**src/rtl/jtframe_rstseq_pkg.sv**
```systemverilog
// Shared types and default timing constants for the PLL-lock reset sequencer.
package jtframe_rstseq_pkg;

    typedef enum logic [2:0] {
        WAIT_LOCK  = 3'd0,
        STABLE     = 3'd1,
        SDRAM_INIT = 3'd2,
        RUN        = 3'd3,
        SOFT       = 3'd4
    } rstseq_state_t;

    localparam int LOCK_CYC_DEF  = 1024;
    localparam int SDRAM_DLY_DEF = 4096;
    localparam int SOFT_CYC_DEF  = 256;

endpackage

```
**src/rtl/jtframe_bitsync.sv**
```systemverilog
// Multi-flop synchronizer for a single asynchronous bit, with synchronous active-low clear.
module jtframe_bitsync #(
    parameter int SYNC_STAGES = 2
) (
    input  logic clk,
    input  logic rst_n,
    input  logic d,
    output logic q
);

    (* ASYNC_REG = "TRUE" *) logic [SYNC_STAGES-1:0] sync_ff;

    always_ff @(posedge clk) begin
        if (!rst_n) sync_ff <= '0;
        else        sync_ff <= {sync_ff[SYNC_STAGES-2:0], d};
    end

    assign q = sync_ff[SYNC_STAGES-1];

endmodule

```
**src/rtl/jtframe_lock_rstseq.sv**
```systemverilog
// Orders SDRAM and game resets after PLL lock, filters lock chatter,
// counts lock losses and services core-requested soft resets of the game.
module jtframe_lock_rstseq
    import jtframe_rstseq_pkg::*;
#(
    parameter int SYNC_STAGES = 2,
    parameter int CW          = 16,
    parameter int LOCK_CYC    = LOCK_CYC_DEF,
    parameter int SDRAM_DLY   = SDRAM_DLY_DEF,
    parameter int SOFT_CYC    = SOFT_CYC_DEF
) (
    input  logic       clk,
    input  logic       rst_n,
    input  logic       pll_locked,
    input  logic       soft_rst,
    output logic       sdram_rst,
    output logic       game_rst,
    output logic       game_rst_n,
    output logic       lock_lost,
    output logic [7:0] lost_cnt
);

    localparam logic [CW-1:0] LOCK_LAST  = CW'(LOCK_CYC - 1);
    localparam logic [CW-1:0] SDRAM_LAST = CW'(SDRAM_DLY - 1);
    localparam logic [CW-1:0] SOFT_LAST  = CW'(SOFT_CYC - 1);

    logic          lk_s;
    rstseq_state_t state, state_nx;
    logic [CW-1:0] cnt, cnt_nx;
    logic          sdram_nx, game_nx, lost_nx;
    logic [7:0]    lost_cnt_nx;

    jtframe_bitsync #(
        .SYNC_STAGES(SYNC_STAGES)
    ) u_lock_sync (
        .clk  (clk),
        .rst_n(rst_n),
        .d    (pll_locked),
        .q    (lk_s)
    );

    always_comb begin
        state_nx    = state;
        cnt_nx      = cnt + CW'(1);
        sdram_nx    = sdram_rst;
        game_nx     = game_rst;
        lost_nx     = 1'b0;
        lost_cnt_nx = lost_cnt;

        case (state)
            WAIT_LOCK: begin
                sdram_nx = 1'b1;
                game_nx  = 1'b1;
                cnt_nx   = '0;
                if (lk_s) state_nx = STABLE;
            end
            STABLE: begin
                sdram_nx = 1'b1;
                game_nx  = 1'b1;
                if (!lk_s) begin
                    // Lock chatter before SDRAM release is filtered, not counted
                    state_nx = WAIT_LOCK;
                    cnt_nx   = '0;
                end else if (cnt == LOCK_LAST) begin
                    state_nx = SDRAM_INIT;
                    cnt_nx   = '0;
                    sdram_nx = 1'b0;
                end
            end
            SDRAM_INIT: begin
                sdram_nx = 1'b0;
                game_nx  = 1'b1;
                if (cnt == SDRAM_LAST) begin
                    state_nx = RUN;
                    cnt_nx   = '0;
                    game_nx  = 1'b0;
                end
            end
            RUN: begin
                sdram_nx = 1'b0;
                game_nx  = 1'b0;
                cnt_nx   = '0;
                if (soft_rst) begin
                    state_nx = SOFT;
                    game_nx  = 1'b1;
                end
            end
            SOFT: begin
                sdram_nx = 1'b0;
                game_nx  = 1'b1;
                if (cnt == SOFT_LAST) begin
                    state_nx = RUN;
                    cnt_nx   = '0;
                    game_nx  = 1'b0;
                end
            end
            default: begin
                state_nx = WAIT_LOCK;
                cnt_nx   = '0;
                sdram_nx = 1'b1;
                game_nx  = 1'b1;
            end
        endcase

        // A lock loss once SDRAM is out of reset overrides every other event
        if ((state == SDRAM_INIT || state == RUN || state == SOFT) && !lk_s) begin
            state_nx = WAIT_LOCK;
            cnt_nx   = '0;
            sdram_nx = 1'b1;
            game_nx  = 1'b1;
            lost_nx  = 1'b1;
            if (lost_cnt != 8'hFF) lost_cnt_nx = lost_cnt + 8'd1;
        end
    end

    always_ff @(posedge clk) begin
        if (!rst_n) begin
            state      <= WAIT_LOCK;
            cnt        <= '0;
            sdram_rst  <= 1'b1;
            game_rst   <= 1'b1;
            game_rst_n <= 1'b0;
            lock_lost  <= 1'b0;
            lost_cnt   <= 8'd0;
        end else begin
            state      <= state_nx;
            cnt        <= cnt_nx;
            sdram_rst  <= sdram_nx;
            game_rst   <= game_nx;
            game_rst_n <= ~game_nx;
            lock_lost  <= lost_nx;
            lost_cnt   <= lost_cnt_nx;
        end
    end

endmodule

```
**config.mk**
```make
export PLATFORM = sky130hd
export DESIGN_NAME = jtframe_lock_rstseq
export DESIGN_NICKNAME = d
export VERILOG_FILES = /design/src/rtl/jtframe_rstseq_pkg.sv /design/src/rtl/jtframe_bitsync.sv /design/src/rtl/jtframe_lock_rstseq.sv
export SDC_FILE = /design/constraint.sdc
export NUM_CORES = 1
export LEC_CHECK = 0
export BUFFER_PORTS_ARGS = -buffer_cell sky130_fd_sc_hd__clkbuf_2
export CAP_MARGIN = 20
export CORE_ASPECT_RATIO = 1.75
export CORE_UTILIZATION = 38
export CTS_CLUSTER_DIAMETER = 50
export DETAILED_ROUTE_END_ITERATION = 8
export GPL_TIMING_DRIVEN = 0
export PLACE_DENSITY = 0.6
export SYNTH_ARGS = -nofsm -noshare
export SYNTH_HDL_FRONTEND = slang
export SYNTH_SLANG_ARGS = --single-unit
```
**constraint.sdc**
```tcl
create_clock -name clk -period 2.3 [get_ports clk]
set_input_delay 0.115 -clock clk [delete_from_list [all_inputs] [get_ports clk]]
set_output_delay 0.115 -clock clk [all_outputs]
set_load 0.005 [all_outputs]
```
==> Yosys cells after proc, flatten, opt, wreduce, memory -nomap -nowiden <==
Index checks and enable logic that the tools add are counted.
{ "word_totals": {"wordCells": 55, "inputBits": 4, "output_inout_bits": 12, "register_bits": 33} }
{ "op_classes": {"n_reduce_logical": 9, "bitwise": 2, "add_sub_neg": 2, "muxes": 21, "eq_ne": 13} }
{ "ops": {"columns": ["operator", "count"], "rows": [
  ["$mux 16", 4],
  ["$pmux 16 s3", 1],
  ["$mux 3", 6],
  ["$add 16x1->16 const B", 1],
  ["$eq 16x10->1 const B", 1],
  ["$eq 16x12->1 const B", 1],
  ["$eq 16x8->1 const B", 1],
  ["$pmux 3 s5", 1],
  ["$add 8x1->8 const B", 1],
  ["$ne 8x8->1 const B", 1],
  ["$mux 1", 7],
  ["$eq 3x2->1 const B", 2],
  ["$ne 2x2->1 const B", 3],
  ["$reduce_and 5->1", 1],
  ["$eq 3x1->1 const B", 1],
  ["$eq 3x3->1 const B", 1],
  ["$logic_not 3->1", 1],
  ["$ne 3x3->1 const B", 1],
  ["$pmux 1 s3", 1],
  ["$reduce_or 3->1", 1],
  ["$logic_or 1x1->1", 2],
  ["$ne 2x1->1 const B", 1],
  ["$not 1->1", 2],
  ["$pmux 1 s2", 1],
  ["4 further kinds", 4]
]} }

==> Longest topological paths before layout <==
{ "logic_depth": {"depth_word": 6, "depth_mapped": 10} }

==> Modules after synthesis <==
From an unflattened synthesis, not the netlist that was laid out.
{ "unflattened": {"cells_unflattened": 173, "area_unflattened_um2": 1597.8} }
{ "by_module_without_submodules": {"columns": ["mod", "seq_area_each_um2", "instances", "cells_per_inst", "area_each_um2"], "rows": [
  ["jtframe_lock_rstseq", 620.6, 1, 169, 1545.2],
  ["jtframe_bitsync", 40.0, 1, 4, 52.6]
]} }

==> Worst setup path before layout <==
OpenSTA, ideal clock, no wires.
{ "synth_path": {"kind": "flip-flop to flip-flop", "start": "register cnt[0]", "end": "register cnt[4]", "t_arrival_ns": 2.029, "setup_slack_ns": 0.156, "path_buffers": 2, "required_ns": 2.185, "stages_incl_launch_ff": 10, "period_less_slack_ns": 2.144, "path_cell_list": "dfxtp_1 ha_1 and3_1 buf_6 nand2_2 o41a_1 or2_4 o211ai_4 buf_6 nor2_2"} }
{ "synth_via": {"elab_chain_cells": 4, "word_cells_on_any_way": 9} }
{ "synth_rtl": {"columns": ["element", "line", "rtl"], "rows": [
  ["start: declaration", "jtframe_lock_rstseq.sv:29", "logic [CW-1:0] cnt, cnt_nx;"],
  ["start signal: assignment", "jtframe_lock_rstseq.sv:127", "cnt <= cnt_nx;"],
  ["$add 16x1->16 or $eq 16x10->1 (tied branches)", "jtframe_lock_rstseq.sv:44, jtframe_lock_rstseq.sv:64", null],
  ["$mux 16", "jtframe_lock_rstseq.sv:64", "end else if (cnt == LOCK_LAST) begin"],
  ["$mux 16", "jtframe_lock_rstseq.sv:60", "if (!lk_s) begin"],
  ["$pmux 16 s3 (*)", "jtframe_lock_rstseq.sv:50", "case (state)"]
]} }
Mark *: on every way between the ends. The rest lies on a longest branch, timed or not.
A chain may end at the register's enable or synchronous reset.

==> Worst setup path after layout <==
{ "layout_path": {"start": "register cnt[12]", "end": "register cnt[4]"} }
{ "layout_via": {"elab_chain_cells": 4, "word_cells_on_any_way": 8} }
{ "layout_rtl": {"columns": ["element", "line"], "rows": [
  ["$eq 16x10->1", "jtframe_lock_rstseq.sv:64"],
  ["$mux 16", "jtframe_lock_rstseq.sv:64"],
  ["$mux 16", "jtframe_lock_rstseq.sv:60"],
  ["$pmux 16 s3 (*)", "jtframe_lock_rstseq.sv:50"]
]} }
Marked as above.

==> flow_summary_export.csv <==
group,metric,value,unit
status,status,"finished, final reports clean",
grt,first_global_vias,1323,
timing,slew_violations,0,
finish,syn_to_final_growth,15.9,%
setup_path,critPathArrivalTime,2.39,ns
floorplanning,fp.dieW,51.0,um
placement,hpwl,2430,um
cts,clock-sinks,33,
cts,cts-root-buf,"clkbuf_8",
finish,final_cell_mix,"dfxtp_1, nor2_1, clkbuf_2",
floorplanning,io_pins,16,
timing,finalHoldViolCount,0,
floorplanning,dieArea,4480,um^2
setup_path,worstSetupPathType,"register to register",
timing,setup_viol,0,
detailed_routing,drt_wl_total,3260,um
yosys,yosys.cell_types.count,44,
cts,tritoncts,"built",
grt,grt_pass1_wl,5640,um
setup_path,critPathMaxFanout,10,
grt,grt_max_degree,12,
floorplanning,start_util,40.5,%
yosys,postSynth.asyncResetShare,0,%
detailed_routing,drt_iter0_drc,29,
setup_path,rrSetupSlack,0.08,ns
finish,fillers,405,
detailed_routing,ant_nets,0,
cts,clkSlewWorstSetupHoldPaths,0.07,ns
floorplanning,rows,30,
setup_path,worstSetupEndpointType,"register",
grt,antenna_found_initial,0,
finish,fin_nets,201,
placement,post-place-cells,234,
pwr,powerDensity,582,nW/um^2
yosys,synthCells,171,
job,drv_cap,0,
yosys,seq_area_frac_synth,41.3,%
detailed_routing,dr.pass1.iters,4,
pwr,p_total,1.08,mW
cts,cts_made_buffers,5,
cts,cts_hold_buf,0,
floorplanning,coreArea,3940,um^2
yosys,ys_warn_count,0,
setup_path,crit_required,2.48,ns
setup_path,worstPathCellList,"nor4_4, nand2_1, o41a_1, or2_4, o211ai_4, buf_8, nor2_2",
cts,cts_max_level,2,
grt,overflow,0,
setup_path,start_kind,"register",
setup_path,reg2reg_depth,7,
setup_path,r2r-start,"cnt[12]$_SDFF_PP0_",
hold_path,hp-class,"input port to register",
hold_path,holdPathStages,2,
yosys,synth_edf_count,0,
setup_path,slowest_stage,"o41a_1",
yosys,syn_nets,177,
cts,clk_path_buf_depth,2,
cts,clkLatencyLatePin,0.29,ns
yosys,syn_area,1600,um^2
placement,place.gp.congestion,0.875,
detailed_routing,via_count,1264,
finish,fin_cells,244,
hold_path,worstHoldStart,"pll_locked",
yosys,synth_seq_cells,33,
setup_path,r2r-end,"cnt[4]$_SDFF_PP0_",
placement,port-buffer-count,15,
timing,fmax,451,MHz
detailed_routing,vias_per_cell,5.18,
timing,fin_setup_tns,0,ns
pwr,p_leak,0.676,nW
timing,fin_crit_sh,96.3,%
detailed_routing,drc,0,
yosys,ys.flop_type,"dfxtp_1",
finish,final_common_cell,"dfxtp_1",
yosys,synth.area.top_cells,"dfxtp_1, xnor2_1, nor2_1, xor2_1, nor2_2",
detailed_routing,wl_per_cell,13.3,um
hold_path,min_to,"u_lock_sync.sync_ff[0]$_SDFF_PN0_",
timing,rsz0062_at_grt,"true",
yosys,synth_area_leader_cell,"dfxtp_1",
timing,worst_pin_slew,0.417,ns
yosys,syn_area_per_cell,9.34,um^2
yosys,synth_top_area_share,41.3,%
setup_path,max_stage_delay,0.48,ns
grt,grt_use_total,17.0,%
finish,drive_gt1_share,25.5,%
floorplanning,die_h,87.8,um
timing,relSlewSlack,72.0,%
timing,post-route-min-period,2.22,ns
finish,antenna_cells,0,
pwr,peakVddDrop,302,uV
timing,skew,0.00682,ns
-- cells in the mapped netlist, drive strengths merged (3+ instances only) --
cell and number:
and3 5, nand3 8, nor2b 3, dfxtp 33, nor3 4, a21oi 3, clkbuf 3, xnor2 11
nand2b 4, and2 7, inv 3, and4 3, nand4 5, nor2 29, o21ai 3, nand2 11
xor2 8, buf 3
-- worst max-delay path by stage --
| stage | depth (start not counted) | startpoint | slack, ns | end |
|---|---|---|---|---|
| floorplan | 9 | cnt[0]$_SDFF_PP0_ | 0.16 | cnt[4]$_SDFF_PP0_ |
| global placement | 9 | cnt[0]$_SDFF_PP0_ | -0.04 | cnt[12]$_SDFF_PP0_ |
| detailed placement | 9 | cnt[0]$_SDFF_PP0_ | -0.06 | cnt[13]$_SDFF_PP0_ |
| CTS | 9 | cnt[0]$_SDFF_PP0_ | 0.01 | cnt[4]$_SDFF_PP0_ |
| global route | 8 | cnt[0]$_SDFF_PP0_ | -0.02 | state[1]$_SDFFE_PP0P_ |
| finish | 7 | cnt[12]$_SDFF_PP0_ | 0.08 | cnt[4]$_SDFF_PP0_ |
-- area by class of cell --
type                       count  area, um^2  share of cell area (%)
clock buffer                   5        68.8                    3.72
multi-input combinational    129         895                    48.3
inverter                       3        11.3                   0.608
buffer                         5        40.0                    2.16
tap                           48        60.1                    3.24
clock inverter                 3        17.5                   0.946
timing repair buffer          18        97.6                    5.27
sequential                    33         662                    35.7
-- routing by layer --
layer	wire (um)	up-vias	global-route usage [%]
li1	-	635	-
met1	1150	590	15.3
met2	1890	30	31.6
met3	103	9	3.47
met4	104	0	13.4
met5	0	-	0
-- report_power, final --
group | total (mW) | switching, mW | internal, mW
clock network | 0.432 | 0.224 | 0.209
registers | 0.579 | 0.00300 | 0.576
logic | 0.0673 | 0.0374 | 0.0299
total | 1.08 | 0.264 | 0.815
-- stage by stage --
stage / worst slack [ns] / instance area [um^2] / utilization [%] / hold slack [ns]
after floorplan: 0.156 / 1600 / - / 0.242
after global placement: -0.0410 / 1730 / 44.0 / 0.327
after detailed placement: -0.0649 / 1730 / 44.0 / 0.327
after CTS: 0.00966 / 1840 / 46.6 / 0.0242
after global routing: -0.0199 / 1850 / 47.0 / 0.0281
final: 0.0841 / 1850 / 47.0 / 0.0276
-- critical path, delay by kind of cell, from the launching register on --
family / cells / cell delay, ns
and+or+nand+nor: 4 / 0.84
AOI/OAI and AO/OA: 2 / 0.71
DFF: 1 / 0.36
buffers and inverters: 1 / 0.19
-- kinds of logic (layout without fill, tap and decap cells) --
logic type               count (synthesis)  in the layout  share of synthesized area [%]
flip-flops                              33             33                           41.3
multiplexers                             3              3                           1.96
adder cells (fa/ha/maj)                  2              2                           1.57
AO/OA/AOI/OAI                           18             18                           10.1
XOR/XNOR                                19             19                           10.4
AND/OR/NAND/NOR                         87             87                           31.4
buffers and inverters                    9             34                           3.21
-- repair_timing --
item | CTS | global route
setup buffers | 2 | 1
pin swaps | 2 | 2
resized for setup | 1 | 2
setup endpoints to repair | 11 | 19
-- registers in the layout, indices dropped and copies added, names as in the netlist --
register,cells
lock_lost,1
lost_cnt,8
u_lock_sync.sync_ff,2
cnt,16
sdram_rst,1
game_rst_n,1
state,3
game_rst,1
Power figures use the tool's default switching activity.
